`config.mk`:
```
export PLATFORM = sky130hd
export DESIGN_NAME = llc_sweep_ctrl
export DESIGN_NICKNAME = d
export VERILOG_FILES = /design/src/rtl/llc_sweep_ctrl.sv
export SDC_FILE = /design/constraint.sdc
export NUM_CORES = 1
export LEC_CHECK = 0
export ABC_AREA = 1
export BUFFER_PORTS_ARGS = -buffer_cell sky130_fd_sc_hd__buf_2
export CORE_AREA = 2 2 87 106
export CTS_BUF_LIST = sky130_fd_sc_hd__clkbuf_4
export CTS_CLUSTER_SIZE = 12
export DETAILED_ROUTE_END_ITERATION = 6
export DIE_AREA = 0 0 89 108
export PLACE_DENSITY = 0.71
export SYNTH_ARGS = -nofsm -noshare
export SYNTH_HDL_FRONTEND = slang
export SYNTH_SLANG_ARGS = --single-unit
```
`constraint.sdc`:
```
create_clock -name clk -period 6.5 [get_ports clk]
set_clock_uncertainty 0.1 [all_clocks]
set_input_delay 0.325 -clock clk [delete_from_list [all_inputs] [get_ports clk]]
set_output_delay 0.325 -clock clk [all_outputs]
set_load 0.02 [all_outputs]
```
`src/rtl/llc_sweep_ctrl.sv`:
```
// LLC whole-cache sweep sequencer: post-reset invalidation sweep and flush (write-back + invalidate) sweep.
// Optional write-back statistics counter (wb_count) is enabled by defining LLC_SWEEP_STATS_EN.
module llc_sweep_ctrl #(
  parameter int SET_BITS = 9,
  parameter int WAYS     = 16,
  localparam int WAY_BITS = $clog2(WAYS)
) (
  input  logic                clk,
  input  logic                rst,
  input  logic                rst_state,
  input  logic                flush_req_valid,
  output logic                flush_req_ready,
  input  logic [WAYS-1:0]     way_valid,
  input  logic [WAYS-1:0]     way_dirty,
  output logic                rd_set_en,
  output logic                inv_set_en,
  output logic                inv_way_en,
  output logic [WAY_BITS-1:0] inv_way,
  output logic                wb_valid,
  input  logic                wb_ready,
  output logic [SET_BITS-1:0] wb_set,
  output logic [WAY_BITS-1:0] wb_way,
  output logic [SET_BITS-1:0] sweep_set,
  output logic                rst_stall,
  output logic                flush_stall,
  output logic                flush_done
`ifdef LLC_SWEEP_STATS_EN
  ,
  output logic [15:0]         wb_count
`endif
);

  typedef enum logic [2:0] {
    RST_WR, IDLE, FL_RD, FL_SCAN, FL_WB, FL_INV, FL_DONE
  } state_t;

  localparam logic [SET_BITS-1:0] SET_MAX = '1;

  state_t              state_q, state_n;
  logic [WAYS-1:0]     pending_q, pending_n;
  logic [WAYS-1:0]     dirty_q, dirty_n;
  logic [WAY_BITS-1:0] cur_way_q, cur_way_n;

  logic [SET_BITS-1:0] sweep_set_n, wb_set_n;
  logic                rst_stall_n, flush_stall_n;
  logic                rd_set_en_n, inv_set_en_n, inv_way_en_n, wb_valid_n;
  logic [WAY_BITS-1:0] inv_way_n, wb_way_n;
  logic                flush_req_ready_n, flush_done_n;

  logic [WAYS-1:0]     pending_clr, sel_src, dirty_src;
  logic [WAY_BITS-1:0] sel_way;
  logic                sel_found, sel_dirty;
  logic                do_select, do_advance;

  assign pending_clr = pending_q & ~(WAYS'(1) << cur_way_q);
  // Scan picks from freshly read array data; INV picks from what remains pending.
  assign sel_src     = (state_q == FL_SCAN) ? way_valid : pending_clr;
  assign dirty_src   = (state_q == FL_SCAN) ? way_dirty : dirty_q;
  assign sel_dirty   = dirty_src[sel_way];

  always_comb begin
    sel_found = 1'b0;
    sel_way   = '0;
    for (int unsigned i = 0; i < WAYS; i++) begin
      if (sel_src[i] && !sel_found) begin
        sel_found = 1'b1;
        sel_way   = WAY_BITS'(i);
      end
    end
  end

  always_comb begin
    state_n           = state_q;
    sweep_set_n       = sweep_set;
    rst_stall_n       = rst_stall;
    flush_stall_n     = flush_stall;
    pending_n         = pending_q;
    dirty_n           = dirty_q;
    cur_way_n         = cur_way_q;
    rd_set_en_n       = 1'b0;
    inv_set_en_n      = 1'b0;
    inv_way_en_n      = 1'b0;
    inv_way_n         = inv_way;
    wb_valid_n        = 1'b0;
    wb_set_n          = wb_set;
    wb_way_n          = wb_way;
    flush_req_ready_n = 1'b0;
    flush_done_n      = 1'b0;
    do_select         = 1'b0;
    do_advance        = 1'b0;

    unique case (state_q)
      RST_WR: begin
        inv_set_en_n = 1'b1;
        // The set advances only after its invalidate strobe has actually been issued.
        if (inv_set_en) begin
          if (sweep_set == SET_MAX) begin
            sweep_set_n       = '0;
            rst_stall_n       = 1'b0;
            inv_set_en_n      = 1'b0;
            flush_req_ready_n = 1'b1;
            state_n           = IDLE;
          end else begin
            sweep_set_n = sweep_set + 1'b1;
          end
        end
      end
      IDLE: begin
        flush_req_ready_n = 1'b1;
        if (flush_req_valid && flush_req_ready) begin
          flush_stall_n     = 1'b1;
          sweep_set_n       = '0;
          rd_set_en_n       = 1'b1;
          flush_req_ready_n = 1'b0;
          state_n           = FL_RD;
        end
      end
      FL_RD: state_n = FL_SCAN;
      FL_SCAN: begin
        pending_n = way_valid;
        dirty_n   = way_dirty;
        if (way_valid == '0) do_advance = 1'b1;
        else                 do_select  = 1'b1;
      end
      FL_WB: begin
        wb_valid_n = 1'b1;
        if (wb_ready) begin
          wb_valid_n   = 1'b0;
          inv_way_en_n = 1'b1;
          inv_way_n    = cur_way_q;
          state_n      = FL_INV;
        end
      end
      FL_INV: begin
        pending_n = pending_clr;
        if (pending_clr != '0) do_select  = 1'b1;
        else                   do_advance = 1'b1;
      end
      FL_DONE: begin
        flush_stall_n     = 1'b0;
        flush_req_ready_n = 1'b1;
        state_n           = IDLE;
      end
      default: state_n = RST_WR;
    endcase

    if (do_select) begin
      cur_way_n = sel_way;
      if (sel_dirty) begin
        wb_valid_n = 1'b1;
        wb_set_n   = sweep_set;
        wb_way_n   = sel_way;
        state_n    = FL_WB;
      end else begin
        inv_way_en_n = 1'b1;
        inv_way_n    = sel_way;
        state_n      = FL_INV;
      end
    end

    if (do_advance) begin
      if (sweep_set == SET_MAX) begin
        sweep_set_n  = '0;
        flush_done_n = 1'b1;
        state_n      = FL_DONE;
      end else begin
        sweep_set_n = sweep_set + 1'b1;
        rd_set_en_n = 1'b1;
        state_n     = FL_RD;
      end
    end

    if (rst_state) begin
      state_n           = RST_WR;
      sweep_set_n       = '0;
      rst_stall_n       = 1'b1;
      flush_stall_n     = 1'b0;
      pending_n         = '0;
      rd_set_en_n       = 1'b0;
      inv_set_en_n      = 1'b1;
      inv_way_en_n      = 1'b0;
      wb_valid_n        = 1'b0;
      flush_req_ready_n = 1'b0;
      flush_done_n      = 1'b0;
    end
  end

  always_ff @(posedge clk or negedge rst) begin
    if (!rst) begin
      state_q         <= RST_WR;
      sweep_set       <= '0;
      rst_stall       <= 1'b1;
      flush_stall     <= 1'b0;
      pending_q       <= '0;
      dirty_q         <= '0;
      cur_way_q       <= '0;
      rd_set_en       <= 1'b0;
      inv_set_en      <= 1'b0;
      inv_way_en      <= 1'b0;
      inv_way         <= '0;
      wb_valid        <= 1'b0;
      wb_set          <= '0;
      wb_way          <= '0;
      flush_req_ready <= 1'b0;
      flush_done      <= 1'b0;
    end else begin
      state_q         <= state_n;
      sweep_set       <= sweep_set_n;
      rst_stall       <= rst_stall_n;
      flush_stall     <= flush_stall_n;
      pending_q       <= pending_n;
      dirty_q         <= dirty_n;
      cur_way_q       <= cur_way_n;
      rd_set_en       <= rd_set_en_n;
      inv_set_en      <= inv_set_en_n;
      inv_way_en      <= inv_way_en_n;
      inv_way         <= inv_way_n;
      wb_valid        <= wb_valid_n;
      wb_set          <= wb_set_n;
      wb_way          <= wb_way_n;
      flush_req_ready <= flush_req_ready_n;
      flush_done      <= flush_done_n;
    end
  end

`ifdef LLC_SWEEP_STATS_EN
  always_ff @(posedge clk or negedge rst) begin
    if (!rst) begin
      wb_count <= '0;
    end else if (rst_state || (flush_req_valid && flush_req_ready)) begin
      wb_count <= '0;
    end else if (state_q == FL_WB && wb_ready && wb_count != '1) begin
      wb_count <= wb_count + 16'd1;
    end
  end
`endif

endmodule

```
==> out/qor_table.md <==
| Group | Item | Value |
|:---|:---|:---|
| timing | Final worst setup slack | 2.71 ns |
| clock tree | Post-cts hold buffer count | 0 |
| layout | Fraction of layout cells with a size suffix above 1 | 20.3% |
| critical path | Required @ worst endpoint | 6.73 ns |
| timing | Unrepaired setup endpoints after global routing | no |
| synthesis | Number of flops mapped to enable cells by yosys | 0 |
| timing | Timing-limited maximum frequency | 264 MHz |
| layout | Number of diodes | 0 |
| layout | Synth-to-layout area growth | 12.6% |
| critical path | Highest fanout seen on the critical path | 39 |
| timing | Share of the cycle needed by the critical path after routing | 58.3% |
| clock tree | Setup Buffers After CTS | 0 |
| timing | Transition time of the tightest slew-check pin | 0.939 ns |
| floorplanning | Area of the die | 0.00961 mm² |
| timing | Final count of hold timing violations | 0 |
| clock tree | Inserted Clock Buffers | 9 |
| route | Initial drt markers | 245 |
| critical path | Worst R2R End | inv_way[1] |
| clock tree | Maximum buffer depth of the clock tree | 2 |
| clock tree | Clock slew at the register clock pins of the worst setup and hold paths | 0.12 ns |
| critical path | WS Path Type | reg -> reg |
| grt | Fraction of met1 tracks used by global routing | 33.0% |
| pwr | Leakage power | 2.47 nW |
| place | Global placer's final weighted congestion | 0.866 |
| synthesis | Dominant synthesized flop cell | sky130_fd_sc_hd__dfrtp_1 |
| timing | Crit path time final | 3.79 ns |
| grt | Largest net degree at the start of global routing | 74 |
| synthesis | Total of flip-flops plus latches after synthesis | 73 |
| grt | GRT Overall Usage | 24.8% |
| critical path | Arrival time of data at the critical path endpoint | 4.02 ns |
| critical path | Worst R2R Path Depth | 22 |
| floorplanning | Area of the core | 0.00852 mm² |
| critical path | Startpoint of the worst-slack reg-to-reg timing path | state_q[2] |
| floorplanning | Initial core utilization | 49.4% |
| synthesis | Synthesized netlist cell count | 562 |
| grt | Vias in the first global route | 3906 |
| route | Routed via count divided by cell count | 5.38 |
| timing | Final Max Tran Viols | 0 |
| grt | Antenna violations before repair | 0 |
| place | Port buffer count | 70 |
| pwr | Power density cells | 424 mW/mm² |
| route | Drt pass-1 iters | 5 |
| worst hold path | Hold Path Class | in -> async |
| job | Max_cap viols | 0 |
| grt | Gr ovfl total | 0 |
| synthesis | Ranking of synthesized cells by area | sky130_fd_sc_hd__dfrtp_1, sky130_fd_sc_hd__nand2_1, sky130_fd_sc_hd__nand3_1 |
| synthesis | Proportion of synthesized flip-flops having asynchronous set or reset | 100% |
| route | Final routed wire length divided by cell count | 14.9 µm |
| layout | Post-route insts no fill | 749 |
| synthesis | Most repeated cell in the gate-level netlist after synthesis | sky130_fd_sc_hd__nand2_1 |
| pwr | Worst VDD drop | 0.000205 V |
| synthesis | Per-instance average area after synthesis | 7.48 µm² |
| route | Total DRC errors in the routed layout | 0 |
| clock tree | Clock tree sinks | 73 |
| place | Post-DP HPWL | 8280 µm |
| route | Antenna-violating nets left | 0 |
| synthesis | Fraction of post-synthesis cell area in the top cell type by area | 42.8% |
| route | Vias | 4030 |
| timing | Total Neg Setup Slack | 0 ns |
| timing | Remaining max-slew budget at the tightest pin | 37.4% |
| clock tree | CTS H-Tree Depth | 3 |
| timing | Number of failing setup endpoints in the final timing report | 0 |
| grt | Busiest grt layer | met2 |
| place | Number of placed cells counting well taps | 734 |
| clock tree | CTS tree | built |
| layout | Fraction of the core area covered by cells at the end of the flow | 55.6% |
| synthesis | Post-synth top area cell | sky130_fd_sc_hd__dfrtp_1 |
| synthesis | Post-synthesis net count | 601 |
| place | Worst slack, placed | 2.73 ns |
| synthesis | Portion of the post-synthesis area used by sequential elements | 43.5% |
| outcome | Result of the run | complete, no violations |
| critical path | CP startpoint kind | flop |
| synthesis | Post-synthesis cell type count | 45 |
| critical path | CP endpoint kind | flop |
| grt | Met2 Use GR | 40.2% |
| layout | Final net count | 667 |
| grt | Global-route wire length before repair | 18500 µm |
| clock tree | Resized cells post-CTS | 0 |
| synthesis | Top cells by count, synth | sky130_fd_sc_hd__nand2_1, sky130_fd_sc_hd__dfrtp_1, sky130_fd_sc_hd__nand3_1, sky130_fd_sc_hd__inv_1, sky130_fd_sc_hd__o21ai_0 |
| critical path | Setup slack of the worst register-to-register path | 2.71 ns |
| synthesis | Post-Syn Area | 0.00421 mm² |
| timing | Worst Hold Slack | 0.0140 ns |
| grt | Met3 track demand over resource in global routing | 4.96% |
| floorplanning | Number of placement rows | 37 |
| route | Routed wire length | 11200 µm |
| floorplanning | Overall die width | 89 µm |
| synthesis | Number of synthesis warnings | 0 |
| floorplanning | Height of the die | 108 µm |
| floorplanning | Ports | 71 |
| clock tree | Root buffer cell | sky130_fd_sc_hd__clkbuf_4 |
| clock tree | Insertion delay of the later-clocked pin in the worst-skew pair | 0.43 ns |
sequential cells by signal, summed over array words and instances, names as in the netlist, 3 cells and up:
register	count
dirty_q	16
sweep_set	9
pending_q	16
wb_set	9
cur_way_q	4
wb_way	4
inv_way	4
state_q	3
layout make-up:
| class | count | area, µm² |
|---|---|---|
| clock buffer | 9 | 67.6 |
| sequential | 73 | 1830 |
| timing repair buffer | 74 | 380 |
| clock inverter | 6 | 50.0 |
| tap | 117 | 146 |
| fill | 874 | 3780 |
| multi-input combinational | 406 | 2020 |
| inverter | 64 | 240 |
worst max-delay path, cell delays in order, from the launching register on:
cell and delay [ns]:
sky130_fd_sc_hd__dfrtp_1 0.43, sky130_fd_sc_hd__inv_2 0.07, sky130_fd_sc_hd__nand3_2 0.05, sky130_fd_sc_hd__buf_4 0.35
sky130_fd_sc_hd__inv_2 0.30, sky130_fd_sc_hd__nand2_1 0.16, sky130_fd_sc_hd__nand2_1 0.10, sky130_fd_sc_hd__nor2_1 0.14
sky130_fd_sc_hd__nand2_1 0.09, sky130_fd_sc_hd__nor2_1 0.08, sky130_fd_sc_hd__nand4_1 0.13, sky130_fd_sc_hd__nor2_2 0.15
sky130_fd_sc_hd__nand4_2 0.13, sky130_fd_sc_hd__nor2_4 0.15, sky130_fd_sc_hd__nand4_4 0.16, sky130_fd_sc_hd__nand2_2 0.22
sky130_fd_sc_hd__nand2_1 0.09, sky130_fd_sc_hd__nand3_1 0.08, sky130_fd_sc_hd__nand3_1 0.10, sky130_fd_sc_hd__nand3_1 0.16
sky130_fd_sc_hd__nand3_1 0.23, sky130_fd_sc_hd__nand2_1 0.15, sky130_fd_sc_hd__nand2_1 0.06
per-layer routing:
metal / wire length [µm] / part of all wire [%]
met3: 629 / 5.6
met2: 5300 / 47
met4: 214 / 1.9
met1: 5020 / 45
met5: 0 / 0
kinds of logic after synthesis:
logic type	share of synthesized area, %
adder cells (fa/ha/maj)	0.595
AO/OA/AOI/OAI	13.4
buffers and inverters	8.39
flip-flops	43.5
AND/OR/NAND/NOR	34.1
layout by cell type, fill, tap and decap left out, types with 9 or more instances in the layout:
cell,synthesis,final
sky130_fd_sc_hd__inv_1,58,58
sky130_fd_sc_hd__nand3_1,59,59
sky130_fd_sc_hd__o21ai_0,44,44
sky130_fd_sc_hd__nor2_1,35,35
sky130_fd_sc_hd__or2_2,11,11
sky130_fd_sc_hd__dfrtp_1,72,72
sky130_fd_sc_hd__clkbuf_4,0,9
sky130_fd_sc_hd__a21oi_1,20,20
sky130_fd_sc_hd__buf_2,3,70
sky130_fd_sc_hd__nor3_1,9,9
sky130_fd_sc_hd__nand2_1,155,155
through the flow:
step	cell area (µm²)	total power, mW
2_1_floorplan	4210	1.51
3_3_place_gp	4620	1.73
3_5_place_dp	4620	1.75
4_1_cts	4740	2.02
5_1_grt	4740	2.19
6_report	4740	2.01
how the worst max path moves through the flow:
stage          startpoint         end  slack (ns)  depth (start not counted)
2_1_floorplan  state_q[2]   wb_set[2]        3.67                         23
3_3_place_gp   state_q[2]  state_q[0]        2.81                         22
3_5_place_dp   state_q[2]   wb_set[8]        2.73                         22
4_1_cts        state_q[2]  inv_way_en        2.73                         21
5_1_grt        state_q[2]   wb_set[6]        2.27                         22
6_report       state_q[2]  inv_way[1]        2.71                         22
where the power goes:
part / total (mW) / internal, mW / switching (mW)
clock network: 0.264 / 0.110 / 0.154
logic: 1.08 / 0.334 / 0.747
registers: 0.666 / 0.583 / 0.0831
total: 2.01 / 1.03 / 0.984
Note: power is estimated with default switching activity, not from simulation.
